### config.mk
export PLATFORM = sky130hd
export DESIGN_NAME = door_lock_ctrl
export DESIGN_NICKNAME = d
export VERILOG_FILES = /design/src/rtl/door_pkg.sv /design/src/rtl/door_timer.sv /design/src/rtl/door_lock_ctrl.sv
export SDC_FILE = /design/constraint.sdc
export NUM_CORES = 1
export LEC_CHECK = 0
export CORE_UTILIZATION = 45
export DETAILED_ROUTE_END_ITERATION = 8
export PLACE_DENSITY = 0.68
export SYNTH_ARGS = -nofsm -noshare
export SYNTH_HDL_FRONTEND = slang
export SYNTH_SLANG_ARGS = --single-unit
export TNS_END_PERCENT = 5
### constraint.sdc
create_clock -name clk -period 2.1 [get_ports clk]
set_input_delay 0.21 -clock clk [delete_from_list [all_inputs] [get_ports clk]]
set_output_delay 0.21 -clock clk [all_outputs]
set_load 0.02 [all_outputs]
### src/rtl/door_pkg.sv
// door_pkg: shared FSM state type and attempts counter width for the door lock.
package door_pkg;
    typedef enum logic [1:0] {IDLE, OPEN, LOCKOUT} state_t;
    localparam int ATT_W = 2;
endpackage

### src/rtl/door_timer.sv
// door_timer: loadable down-counter that holds at zero and flags it.
module door_timer #(
    parameter int W = 7
) (
    input  logic         clk,
    input  logic         rst,
    input  logic         load,
    input  logic [W-1:0] load_value,
    input  logic         en,
    output logic         zero
);
    logic [W-1:0] cnt;
    always_ff @(posedge clk) begin
        if (rst) cnt <= '0;
        else if (load) cnt <= load_value;
        else if (en && cnt != '0) cnt <= cnt - W'(1);
    end
    assign zero = cnt == '0;
endmodule

### src/rtl/door_lock_ctrl.sv
// door_lock_ctrl: keypad door lock with timed unlock, retry counting and lockout.
// Define DOOR_ALARM_EN to drive alarm during lockout; otherwise alarm is tied low.
module door_lock_ctrl
    import door_pkg::*;
#(
    parameter int UNLOCK_CYCLES  = 16,
    parameter int MAX_FAIL       = 3,
    parameter int LOCKOUT_CYCLES = 64
) (
    input  logic             clk,
    input  logic             rst,
    input  logic             enter,
    input  logic             z,
    output logic             unlock,
    output logic             fail,
    output logic             locked_out,
    output logic [ATT_W-1:0] attempts_left,
    output logic             alarm
);
    localparam int MAX_CYC = UNLOCK_CYCLES > LOCKOUT_CYCLES ? UNLOCK_CYCLES : LOCKOUT_CYCLES;
    localparam int TW = $clog2(MAX_CYC + 1);
    localparam logic [TW-1:0] UNLOCK_LD = TW'(UNLOCK_CYCLES - 1);
    localparam logic [TW-1:0] LOCK_LD = TW'(LOCKOUT_CYCLES - 1);
    localparam logic [ATT_W-1:0] ATT_MAX = ATT_W'(MAX_FAIL);

    state_t           state, state_n;
    logic             enter_q, submit, ld, tmr_zero, fail_n;
    logic [TW-1:0]    ld_val;
    logic [ATT_W-1:0] att_n;

    assign submit = enter & ~enter_q;

    door_timer #(.W(TW)) u_timer (
        .clk(clk),
        .rst(rst),
        .load(ld),
        .load_value(ld_val),
        .en(state != IDLE),
        .zero(tmr_zero)
    );

    always_comb begin
        state_n = state;
        att_n   = attempts_left;
        ld      = 1'b0;
        ld_val  = '0;
        fail_n  = 1'b0;
        case (state)
            IDLE: if (submit) begin
                ld = 1'b1;
                if (z) begin
                    state_n = OPEN;
                    ld_val  = UNLOCK_LD;
                    att_n   = ATT_MAX;
                end else begin
                    fail_n  = 1'b1;
                    att_n   = attempts_left - ATT_W'(1);
                    state_n = attempts_left <= ATT_W'(1) ? LOCKOUT : IDLE;
                    ld_val  = LOCK_LD;
                end
            end
            OPEN: state_n = tmr_zero ? IDLE : OPEN;
            LOCKOUT: if (tmr_zero) begin
                state_n = IDLE;
                att_n   = ATT_MAX;
            end
            default: state_n = IDLE;
        endcase
    end

    always_ff @(posedge clk) begin
        if (rst) begin
            state         <= IDLE;
            enter_q       <= 1'b1;
            unlock        <= 1'b0;
            fail          <= 1'b0;
            locked_out    <= 1'b0;
            attempts_left <= ATT_MAX;
        end else begin
            state         <= state_n;
            enter_q       <= enter;
            unlock        <= state_n == OPEN;
            fail          <= fail_n;
            locked_out    <= state_n == LOCKOUT;
            attempts_left <= att_n;
        end
    end

`ifdef DOOR_ALARM_EN
    // A submission during lockout holds the alarm one cycle past the lockout edge.
    always_ff @(posedge clk) begin
        if (rst) alarm <= 1'b0;
        else alarm <= (state_n == LOCKOUT) | (state == LOCKOUT & submit);
    end
`else
    assign alarm = 1'b0;
`endif
endmodule

==> reports/metrics.yaml, run 1 <==
status: "finished, final reports clean"
ctsHtreeMaxLevel: 1
drc: 0
rsz0062_at_grt: "false"
clk_latency_ns: 0.29
timing.final.ws_setup_ns: 0.452
r2r_slack_ns: 0.45
io_pins: 10
rows: 14
ant_nets: 0
place_inst: 99
viasPerCell: 5.69
async_flop_share_pct: 0
grt_pass1_wl_um: 2370
design_area_um2: 833
post-route-util_pct: 55.3
path_clk_slew_ns: 0.09
irDropWorstVdd_mv: 0.487
start_util_pct: 48.3
worstHoldPathType: "register to register"
p_leak_nw: 0.319
dieArea_um2: 1780
rr_startpoint: "u_timer.cnt[0]"
num_antenna_cells: 0
setup_viol_count_final: 0
drv_slew: 0
port_buffers: 8
synthFlopType: "dfxtp_1"
fp.dieW_um: 42.2
ys_seq_elements: 15
yosysSeqAreaShare_pct: 41.2
grt_pass1_vias: 529
critPathCapture: "u_timer.cnt[3]"
syn_inst: 78
cp_max_fo: 5
dr_total_vias: 586
grt.overflow.total: 0
dr.pass1.iters: 4
timing.final.crit_share_pct: 78.5
synth.distinct_cells: 31
cts_sinks: 15
start_kind: "register"
post-dp-hpwl_um: 1000
synth_top_area_cell: "dfxtp_1"
synth_edf_count: 0
maxCapViolations: 0
grt_max_degree: 15
r2r-end: "u_timer.cnt[3]"
drt_iter0_drc: 14
hold-worst-slack_ns: 0.504
placedInstanceArea_um2: 806
cts_buffers: 3
hold_viol_final: 0
r2r_cells: 6
clockBufferDepth: 2
area_growth_syn_to_layout_pct: 14.4
fillers: 134
setup_tns_ns: 0
antenna_found_initial: 0
cts_resized: 0
cts_setup_buffers: 0
syn_nets: 85
drive_gt1_share_pct: 13.8
cp_data_required_time_ns: 2.26
wl_per_cell_um: 13.7
cellPowerDensity_nw_per_um2: 675
layout.nets: 95
max_freq_mhz: 607
post-synth-top-area-fraction_pct: 41.2
arrival_ns: 1.80
fp.dieH_um: 42.2
core_area_um2: 1510
p_total_uw: 563
synth_area_um2: 728
period_needed_ns: 1.65
layout.cells.non_filler: 103
grt_use_total_pct: 18.4
cts_hold_buffers: 0
cp-end-kind: "register"
routed_wirelength_um: 1410
gp_congestion: 0.755
synth.avg_cell_area_um2: 9.34
root_buffer: "clkbuf_4"
worstSetupPathType: "register to register"
crit_start: "u_timer.cnt[0]"
ys_warn_count: 0
skew_ns: 0.00864
cts_tree: "built"
place_ws_ns: 0.313
ys_top_cells_by_area: "dfxtp_1, nor3_1, ha_1, a221oi_1, a311oi_1"
==> Yosys cell counts, drive strengths merged (2+ instances only) <==
| library cell | count |
|---|---|
| mux2i | 2 |
| a21oi | 3 |
| nor3 | 9 |
| o21ai | 3 |
| or2 | 2 |
| a221oi | 3 |
| a311oi | 3 |
| nor3b | 2 |
| buf | 3 |
| nor2 | 5 |
| ha | 3 |
| nor2b | 2 |
| dfxtp | 15 |
| nand3 | 2 |
| inv | 4 |
| a22oi | 2 |
| and3 | 2 |
| nand2 | 4 |
==> cells by family (layout without fill, tap and decap cells) <==
| family | after synthesis | in the layout | share of synthesized area [%] |
|---|---|---|---|
| buffers and inverters | 8 | 17 | 6.18 |
| and+or+nand+nor | 31 | 31 | 26.3 |
| other | 1 | 1 | 0.515 |
| adders and majority gates | 3 | 3 | 5.16 |
| DFF | 15 | 15 | 41.2 |
| muxes | 2 | 2 | 2.75 |
| AOI/OAI and AO/OA | 18 | 18 | 17.9 |
==> routing by layer <==
metal | GRT usage, % | vias to the layer above | routed length, um
met2 | 28.3 | 16 | 653
met5 | 0 | - | 0
met3 | 6.47 | 4 | 76
met1 | 21.1 | 262 | 640
li1 | - | 304 | -
met4 | 13.1 | 0 | 38
==> flip-flops by register name, summed over array words and instances (netlist names) <==
| name | flops |
|---|---|
| unlock | 1 |
| locked_out | 1 |
| fail | 1 |
| state | 2 |
| u_timer.cnt | 7 |
| attempts_left | 2 |
| enter_q | 1 |
==> worst min path at each step <==
| stage | start | to | cells past startpoint |
|---|---|---|---|
| finish | u_timer.cnt[4] | u_timer.cnt[4] | 2 |
| global route | u_timer.cnt[4] | u_timer.cnt[4] | 2 |
| CTS | u_timer.cnt[4] | u_timer.cnt[4] | 2 |
| detailed placement | u_timer.cnt[4] | u_timer.cnt[4] | 2 |
| global placement | u_timer.cnt[4] | u_timer.cnt[4] | 2 |
| floorplan | z | fail | 1 |
==> cell usage in the layout (no fill, tap or decap), types with 2 or more instances in the layout <==
| cell type | count |
|---|---|
| clkdlybuf4s50_1 | 8 |
| dfxtp_1 | 15 |
| inv_1 | 4 |
| a21oi_1 | 3 |
| or2_2 | 2 |
| nor2_1 | 4 |
| nor3b_1 | 2 |
| ha_1 | 3 |
| nand3_1 | 2 |
| a221oi_1 | 3 |
| nor3_1 | 8 |
| o21ai_0 | 2 |
| and3_1 | 2 |
| a22oi_1 | 2 |
| nand2_1 | 4 |
| clkbuf_4 | 3 |
| mux2i_1 | 2 |
| a311oi_1 | 3 |
| nor2b_1 | 2 |
==> power by group <==
part           internal [mW]  switching (mW)  total, mW
clock                 0.0709          0.0951      0.166
combinational         0.0371          0.0508     0.0879
sequential             0.297          0.0118      0.309
==> final cells by class <==
| class | instances | area, um2 | share of cell area [%] |
|---|---|---|---|
| Clock buffer | 3 | 22.5 | 2.70 |
| Clock inverter | 1 | 5.00 | 0.601 |
| Inverter | 4 | 15.0 | 1.80 |
| Multi-Input combinational cell | 55 | 383 | 45.9 |
| Sequential cell | 15 | 300 | 36.0 |
| Tap cell | 16 | 20.0 | 2.40 |
| Timing Repair Buffer | 9 | 87.6 | 10.5 |
==> critical path: stages, from the launching register on <==
cell	delay, ns
dfxtp_1	0.34
inv_1	0.09
ha_1	0.16
nor3b_1	0.33
nand2_1	0.22
a311oi_1	0.31
a311oi_1	0.07
(Power assumes the default switching activity.)
==> inputs of run 2 (changes only) <==
--- a/config.mk
+++ b/config.mk
@@ -7,7 +7,7 @@
 export LEC_CHECK = 0
 export CORE_UTILIZATION = 45
 export DETAILED_ROUTE_END_ITERATION = 8
-export PLACE_DENSITY = 0.68
+export PLACE_DENSITY = 0.7
 export SYNTH_ARGS = -nofsm -noshare
 export SYNTH_HDL_FRONTEND = slang
 export SYNTH_SLANG_ARGS = --single-unit
==> constraint.sdc (replaced) <==
create_clock -name clk -period 1.5 [get_ports clk]
set_input_delay 0.15 -clock clk [delete_from_list [all_inputs] [get_ports clk]]
set_output_delay 0.15 -clock clk [all_outputs]
set_load 0.02 [all_outputs]
==> reports/metrics.yaml, run 2 (synthesized netlist as in run 1, its figures left out) <==
status: "finished, final reports clean"
cts_sinks: 15  # unchanged
viasPerCell: 5.70  # +0.22%
crit_chain: "or4b_4, nor2_4, o21ai_2, a221oi_2"
gp_congestion: 0.827  # +9.4%
critPathBufInv: 0  # -1
layout.cells.non_filler: 114  # +11%
r2r_slack_ns: 0.04  # -0.41 ns
cts_hold_buffers: 0  # unchanged
cts_buffers: 3  # unchanged
drv_slew: 0  # unchanged
path_clk_slew_ns: 0.09  # about the same
worstSetupPathType: "register to register"
num_antenna_cells: 0  # unchanged
start_util_pct: 48.3  # unchanged
drt_iter0_drc: 8  # -6
top_register: "u_timer.cnt"
r2r-end: "locked_out"
wl_per_cell_um: 14.0  # +2.7%
critPathCapture: "locked_out"
start_kind: "register"
skew_ns: 0.00203  # -0.00661 ns
fp.dieW_um: 42.2  # unchanged
ant_nets: 0  # unchanged
worstHoldPathType: "register to register"
cp_data_required_time_ns: 1.69  # -0.57 ns
maxCapViolations: 0  # unchanged
port_buffers: 8  # unchanged
grt.overflow.total: 0  # unchanged
critical-path-top-delay-family: "simple AND/OR/NAND/NOR gates"
cellPowerDensity_nw_per_um2: 863  # +28%
ctsHtreeMaxLevel: 1  # unchanged
cts_setup_buffers: 0  # unchanged
place_inst: 110  # +11%
crit_start: "state[0]"
cp-end-kind: "register"
rsz0062_at_grt: "true"
path_depth: 4  # -2
grt_pass1_vias: 614  # +16%
fp.dieH_um: 42.2  # unchanged
arrival_ns: 1.64  # -0.16 ns
grt_pass1_wl_um: 2580  # +8.7%
clk_latency_ns: 0.27  # -0.02 ns
hold_viol_final: 0  # unchanged
core_area_um2: 1510  # unchanged
p_leak_nw: 0.383  # +20%
largest_register_ff_count: 7  # unchanged
grt_use_total_pct: 18.8  # +0.36 points
placedInstanceArea_um2: 891  # +11%
timing.final.crit_share_pct: 97.2  # +19 points
dieArea_um2: 1780  # unchanged
dr_total_vias: 650  # +11%
cp_max_fo: 6  # +1
cpPeakStageDelay_ns: 0.54  # +0.20 ns
setup_viol_count_final: 0  # unchanged
final_cell_mix: "dfxtp_1, buf_4, clkdlybuf4s50_1"
reg.largest.list: "u_timer.cnt: 7 flops, attempts_left: 2 flops, state: 2 flops"
post-dp-hpwl_um: 1100  # +9.5%
irDropWorstVdd_mv: 0.530  # +8.8%
drive_gt1_share_pct: 31.6  # +18 points
routed_wirelength_um: 1600  # +14%
period_needed_ns: 1.46  # -0.190 ns
r2r_cells: 4  # -2
cts_tree: "built"
clockBufferDepth: 2  # unchanged
grt_max_degree: 10  # -5
design_area_um2: 962  # +15%
rr_startpoint: "state[0]"
root_buffer: "clkbuf_4"
antenna_found_initial: 0  # unchanged
drc: 0  # unchanged
rows: 14  # unchanged
io_pins: 10  # unchanged
fillers: 135  # +0.75%
layout.nets: 106  # +12%
area_growth_syn_to_layout_pct: 32.1
dr.pass1.iters: 4  # unchanged
cp_slowest_cell: "or4b_4"
max_freq_mhz: 686  # +13%
==> run 2: cell types whose count changed in the layout (fill, tap and decap cells not counted), moves of 2 or more <==
cell,change
dfxtp_1,-3
nor3b_1,-2
buf_4,+11
dfxtp_2,+3
nor3b_2,+2
==> run 2: worst min-delay path by stage <==
stage	from	to	slack [ns]	depth (start not counted)
2_1_floorplan	z	fail	0.23	1
3_3_place_gp	u_timer.cnt[4]	u_timer.cnt[4]	0.49	2
3_5_place_dp	u_timer.cnt[4]	u_timer.cnt[4]	0.51	2
4_1_cts	u_timer.cnt[4]	u_timer.cnt[4]	0.52	2
5_1_grt	u_timer.cnt[0]	u_timer.cnt[0]	0.56	2
6_report	u_timer.cnt[0]	u_timer.cnt[0]	0.53	2
==> run 2: layout make-up <==
type                       instances  area (um2)  area share, %
multi-input combinational         55         427           44.3
clock buffer                       4        26.3           2.73
inverter                           4        15.0           1.56
timing repair buffer              20         170           17.7
sequential                        15         304           31.6
tap                               16        20.0           2.08
==> run 2: report_power, final <==
part	total [mW]	leakage (nW)	switching (mW)	internal [mW]
Combinational	0.169	0.244	0.0873	0.0814
Clock	0.226	0.0150	0.123	0.103
Sequential	0.436	0.124	0.0193	0.417
==> run 2: tightest hold or removal path, delay by kind of cell (launching register included) <==
family / cells / cell delay (ns)
AO/OA/AOI/OAI: 1 / 0.06
buffers and inverters: 1 / 0.11
flip-flops: 1 / 0.33
==> run 2: layer usage <==
metal | vias up | part of all wire, % | GRT usage, %
li1 | 327 | - | -
met1 | 311 | 48 | 23.0
met2 | 10 | 48 | 31.1
met3 | 2 | 2.7 | 3.88
met4 | 0 | 1.1 | 9.38
met5 | - | 0 | 0
==> run 2: stage by stage <==
step | util (%) | TNS, ns | hold slack [ns] | worst slack (ns) | power [mW]
final | 63.9 | 0 | 0.534 | 0.0419 | 0.831
after floorplan | - | -0.00116 | 0.228 | -0.00116 | 0.529
after detailed placement | 59.1 | -0.756 | 0.511 | -0.180 | 0.591
after global routing | 63.9 | -0.117 | 0.561 | -0.0291 | 0.871
after CTS | 61.3 | 0 | 0.524 | 0.00391 | 0.819
after global placement | 59.1 | -0.671 | 0.487 | -0.143 | 0.587
==> run 2: what timing repair did <==
item | 4_1_cts | 5_1_grt
pin swaps | 1 | 4
resized for setup | 2 | 9
setup endpoints to repair | 5 | 13
